### config.mk
export PLATFORM = sky130hd
export DESIGN_NAME = ram_access_arbiter
export DESIGN_NICKNAME = d
export VERILOG_FILES = /design/src/rtl/ram_access_arbiter.sv
export SDC_FILE = /design/constraint.sdc
export NUM_CORES = 1
export LEC_CHECK = 0
export CAP_MARGIN = 5
export CELL_PAD_IN_SITES_DETAIL_PLACEMENT = 1
export CELL_PAD_IN_SITES_GLOBAL_PLACEMENT = 1
export CORE_MARGIN = 3
export CORE_UTILIZATION = 31
export CTS_BUF_LIST = sky130_fd_sc_hd__clkbuf_2
export DETAILED_ROUTE_END_ITERATION = 8
export HOLD_SLACK_MARGIN = 0.15
export PLACE_DENSITY_LB_ADDON = 0.08
export SLEW_MARGIN = 20
export SYNTH_ARGS = -nofsm -noshare
export SYNTH_HDL_FRONTEND = slang
export SYNTH_SLANG_ARGS = --single-unit
### constraint.sdc
create_clock -name clk -period 4.6 [get_ports clk]
set_input_delay 1.15 -clock clk [delete_from_list [all_inputs] [get_ports clk]]
set_output_delay 1.15 -clock clk [all_outputs]
set_load 0.02 [all_outputs]
### src/rtl/ram_access_arbiter.sv
// ram_access_arbiter: shares the single-port data RAM between the CPU memory stage and a host/debug port.
module ram_access_arbiter #(
    parameter int ADDR_W       = 16,
    parameter int DATA_W       = 16,
    parameter int STARVE_LIMIT = 4,
    parameter int READ_LATENCY = 1
) (
    input  logic              clk,
    input  logic              reset,
    input  logic              cpu_req,
    input  logic              cpu_we,
    input  logic [ADDR_W-1:0] cpu_addr,
    input  logic [DATA_W-1:0] cpu_wdata,
    output logic [DATA_W-1:0] cpu_rdata,
    output logic              cpu_stall,
    input  logic              host_req,
    input  logic              host_we,
    input  logic [ADDR_W-1:0] host_addr,
    input  logic [DATA_W-1:0] host_wdata,
    output logic              host_gnt,
    output logic              host_rvalid,
    output logic [DATA_W-1:0] host_rdata,
    output logic [ADDR_W-1:0] ram_address,
    output logic [DATA_W-1:0] ram_data,
    output logic              ram_wren,
    input  logic [DATA_W-1:0] ram_q
);
    logic [3:0]              wait_cnt;
    logic [READ_LATENCY-1:0] rd_pipe;
    logic [ADDR_W-1:0]       addr_q;
    logic [DATA_W-1:0]       data_q;
    logic                    cpu_go, host_go, forced, cpu_gnt;

    assign cpu_rdata = ram_q;

    // Requests are masked while reset is held so every output is quiet immediately.
    always_comb begin
        cpu_go      = cpu_req & ~reset;
        host_go     = host_req & ~reset;
        forced      = cpu_go & host_go & (wait_cnt == 4'(STARVE_LIMIT));
        host_gnt    = host_go & (~cpu_go | forced);
        cpu_gnt     = cpu_go & ~host_gnt;
        cpu_stall   = forced;
        ram_address = host_gnt ? host_addr : cpu_gnt ? cpu_addr : addr_q;
        ram_data    = host_gnt ? host_wdata : cpu_gnt ? cpu_wdata : data_q;
        ram_wren    = host_gnt ? host_we : cpu_gnt & cpu_we;
        host_rvalid = rd_pipe[READ_LATENCY-1];
        host_rdata  = host_rvalid ? ram_q : '0;
    end

    always_ff @(posedge clk or posedge reset) begin
        if (reset) begin
            wait_cnt <= '0;
            rd_pipe  <= '0;
            addr_q   <= '0;
            data_q   <= '0;
        end else begin
            wait_cnt <= (!host_req || host_gnt) ? 4'd0 :
                        (wait_cnt == 4'(STARVE_LIMIT)) ? wait_cnt : wait_cnt + 4'd1;
            rd_pipe  <= (rd_pipe << 1) | READ_LATENCY'(host_gnt & ~host_we);
            if (host_gnt || cpu_gnt) begin
                addr_q <= ram_address;
                data_q <= ram_data;
            end
        end
    end
endmodule

== Yosys cells after proc, flatten, opt, wreduce, memory -nomap -nowiden ==
Cells that the tools add are included.
W data, S select, Z words.

* Register bits after elaboration: 37
* Logic and storage cells: 31

* Add/subtract/negate cells: 1
* Equality and inequality tests: 2
* Multiplexer cells: 8
* Bitwise gates (word level): 13
* Reductions and logical operators: 3

{| class="wikitable"
|+ Operators by type and width
! cell !! number
|-
| $mux W16 || 5
|-
| $and A1 B1 Y1 || 8
|-
| $mux W4 || 2
|-
| $add A4 B1 Y4 const B || 1
|-
| $eq A4 B3 Y1 const B || 1
|-
| $not A1 Y1 || 4
|-
| $logic_or A1 B1 Y1 || 2
|-
| $ne A2 B2 Y1 const B || 1
|-
| $logic_not A1 Y1 || 1
|-
| $mux W1 || 1
|-
| $or A1 B1 Y1 || 1
|}

== Longest topological paths before layout ==
* Depth after elaboration: 10
* Gate-level depth with buffers: 8
* Gate-level depth less buffers: 6

== Worst setup path after synthesis ==
No wires, ideal clock.

* Kind: input to output
* From: in cpu_req
* To: out ram_address[2]
* Data arrival time: 2.280 ns
* Required time: 3.450 ns
* Setup slack: 1.170 ns
* Stages: 5
* Path buffers: 2
* Cell sequence: nor2b_1 buf_2 buf_2 mux2_1 mux2_2

* Cells in the longest elaborated chain, start to end: 9
* Elaborated cells on any way between the ends: 10
* Those cells by class: mux (2); bitwise (8)

{| class="wikitable"
|+ RTL lines
! item !! RTL line !! RTL
|-
| start, declared || 10 || <nowiki>input logic cpu_req,</nowiki>
|-
| $and A1 B1 Y1 (*) || 38 || <nowiki>cpu_go = cpu_req & ~reset;</nowiki>
|-
| $and A1 B1 Y1 (2 in series) || 40 || <nowiki>forced = cpu_go & host_go & (wait_cnt == 4'(STARVE_LIMIT));</nowiki>
|-
| $or A1 B1 Y1 || 41 || <nowiki>host_gnt = host_go & (~cpu_go | forced);</nowiki>
|-
| $and A1 B1 Y1 || 41 ||
|-
| $not A1 Y1 || 42 || <nowiki>cpu_gnt = cpu_go & ~host_gnt;</nowiki>
|-
| $and A1 B1 Y1 || 42 ||
|-
| $mux W16 || 44 || <nowiki>ram_address = host_gnt ? host_addr : cpu_gnt ? cpu_addr : addr_q;</nowiki>
|-
| $mux W16 (*) || 44 ||
|-
| end, declared || 23 || <nowiki>output logic [ADDR_W-1:0] ram_address,</nowiki>
|}

Mark *: on every way between the ends. The rest lies on a longest branch, timed or not.

== Final worst setup path ==
* From: in cpu_req
* To: out ram_address[1]

The elaborated chain is that of the path after synthesis.

==> metrics <==
status finished clean; row cnt 32; crit path kind in2out; fill count 838; Resize count post-CTS 0; root buf cell clkbuf_2; Slew @ Worst Pin 0.493 ns; Tmin final 4.43 ns; Die Span Y 97.5 um; CP required 3.45 ns; antenna violations before repair 0; largest net degree at the start of global routing 38; clock skew 0.0188 ns; synth-to-layout area growth 63.7%; Residual DRC 0; YS warnings 0; CP Capture Type primary output; total track usage 15.6%; vias in the first global route 2,304; Post-Synthesis Cells 203; first-pass GRT wire length 12,000 um; post-detail-place hpwl 5710 um; final worst-path cycle share 96.4%; maximum buffer depth of the clock tree 2; fin util 53.6%; RSZ-0062 raised after global routing false; I/O pin total 154; Worst VDD drop 138 uV; Slew Limit Fails 0; Synth Cell Area 0.00259 mm^2; via count 2,042; syn nets 291; sequential share of the synthesized area 35.7%; Achievable Freq 0.226 GHz; total clock sinks 37; Pwr Density 267 mW/mm^2; Final nets 432; drt wl/cell 16.1 um; GP Congestion 0.755; Post-Syn Area per Cell 12.8 um^2; drt first-iter violations 30; Overflow after GRT 0; CP Launch Type input port; Clock Latency Late Sink 0.37 ns; CTS tree done; # diodes 0; Synth cell types 23; multi-input logic area 0.00146 mm^2; largest fanout on the critical path 24; post-CTS setup buffer count 0; total routed wirelength 7200 um; Max Cap Viol 0; H-Tree Level Count 2; Storage cell area 926 um^2; Setup Viol. Count Final 0; LEAKAGE 1.83 nW; DRT Pass-1 Iters 4; Core Box Area 0.00793 mm^2; total CTS buffers 5; DR vias/cell 4.57; Max transition margin 67.1%; layout cells sized above 1 31.9%; initial core utilization 32.7%; port bufs 153; Hold Crit Class reg2reg; flops & latches, synth 37; Clk pin slew, worst setup/hold paths 0.19 ns; crit path DAT 3.28 ns; Final Hold Fails 0; ANT nets after route 0; Die X-Extent 97.5 um; Final TNS setup 0 ns; Hold Buf Count CTS 0; DIE AREA 0.00950 mm^2; hold_ws 0.631 ns
registers in the layout, indices dropped and copies added, names as in the netlist:
name         flops
addr_q          16
data_q          16
wait_cnt         4
host_rvalid      1
where the power goes:
part           leakage (nW)  total [W]  switching (W)  internal, W
clock                0.0406   0.000201       0.000109    0.0000929
combinational          1.35   0.000538       0.000210     0.000328
sequential            0.442   0.000395      0.0000170     0.000378
total                  1.83    0.00113       0.000335     0.000799
cells by family after synthesis:
family                     count (synthesis)  share of synthesized area (%)
AOI/OAI and AO/OA                          2                          0.579
xor gates and xnor gates                   2                          0.675
adders and majority gates                  2                          0.965
buffers and inverters                     34                           8.73
DFF                                       37                           35.7
muxes                                     99                           46.7
and+or+nand+nor                           27                           6.61
cells in the final DEF, fill, tap and decap left out, drive strengths merged, types with 2 or more instances in the layout:
cell type,Yosys,layout
xnor2,2,2
and2,16,16
clkdlybuf4s50,0,153
nor2,2,2
mux2,96,96
inv,6,6
ha,2,2
mux2i,3,3
clkbuf,1,6
dfrtp,37,37
buf,27,9
nor3,3,3
layer usage:
| layer | GRT usage, % | routed length [um] |
|---|---|---|
| met1 | 18.8 | 3010 |
| met2 | 26.7 | 3550 |
| met3 | 5.46 | 596 |
| met4 | 3.51 | 53 |
| met5 | 0 | 0 |
final cells by class:
type	count	area share [%]
tap	102	3.01
clock inverter	2	0.796
clock buffer	6	0.707
multi-input combinational	132	34.3
sequential	37	21.8
timing repair buffer	162	38.8
inverter	6	0.531
worst max-delay path: stages:
cell and delay, ns:
clkdlybuf4s50_1 0.50, nor2b_4 0.23, buf_12 0.21, mux2_2 0.36, mux2_2 0.26, clkdlybuf4s50_1 0.56
cell usage after synthesis:
library cell | count | area, um^2
buf_4 | 16 | 120
buf_2 | 7 | 35.0
clkbuf_1 | 1 | 3.75
mux2_4 | 27 | 405
mux2_2 | 64 | 721
nand2_1 | 1 | 3.75
nand2b_1 | 1 | 6.26
nor3b_1 | 1 | 7.51
mux2i_1 | 3 | 30.0
a21o_1 | 1 | 7.51
inv_1 | 6 | 22.5
dfrtp_1 | 37 | 926
nor2b_1 | 1 | 6.26
mux2_1 | 5 | 56.3
nor3_1 | 3 | 15.0
ha_1 | 2 | 25.0
nand3_1 | 1 | 5.00
buf_6 | 4 | 45.0
and2_1 | 16 | 100
nor2_1 | 2 | 7.51
xnor2_1 | 2 | 17.5
nand3b_4 | 1 | 20.0
a211oi_1 | 1 | 7.51
per-stage QoR:
| step | std cells | cell area, um^2 | setup slack, ns | total power, W |
|---|---|---|---|---|
| global placement | 439 | 4180 | 0.185 | 0.000935 |
| detailed placement | 439 | 4180 | 0.154 | 0.000945 |
| finish | 447 | 4250 | 0.167 | 0.00113 |
| CTS | 447 | 4250 | 0.136 | 0.00116 |
| floorplan | 203 | 2590 | 1.17 | 0.000714 |
| global route | 447 | 4250 | 0.0537 | 0.00121 |
worst paths after layout:
kind | start | endpoint | slack [ns] | cells past startpoint
worst max-delay path | cpu_req | ram_address[1] | 0.17 | 6
max in group asynchronous | reset | addr_q[14] | 2.95 | 3
min in group asynchronous | reset | data_q[7] | 1.30 | 3
worst max register to register | wait_cnt[0] | addr_q[5] | 2.74 | 6
worst min-delay path | addr_q[9] | addr_q[9] | 0.63 | 2
worst min register to register | addr_q[9] | addr_q[9] | 0.63 | 2
Power figures use the tool's default switching activity.
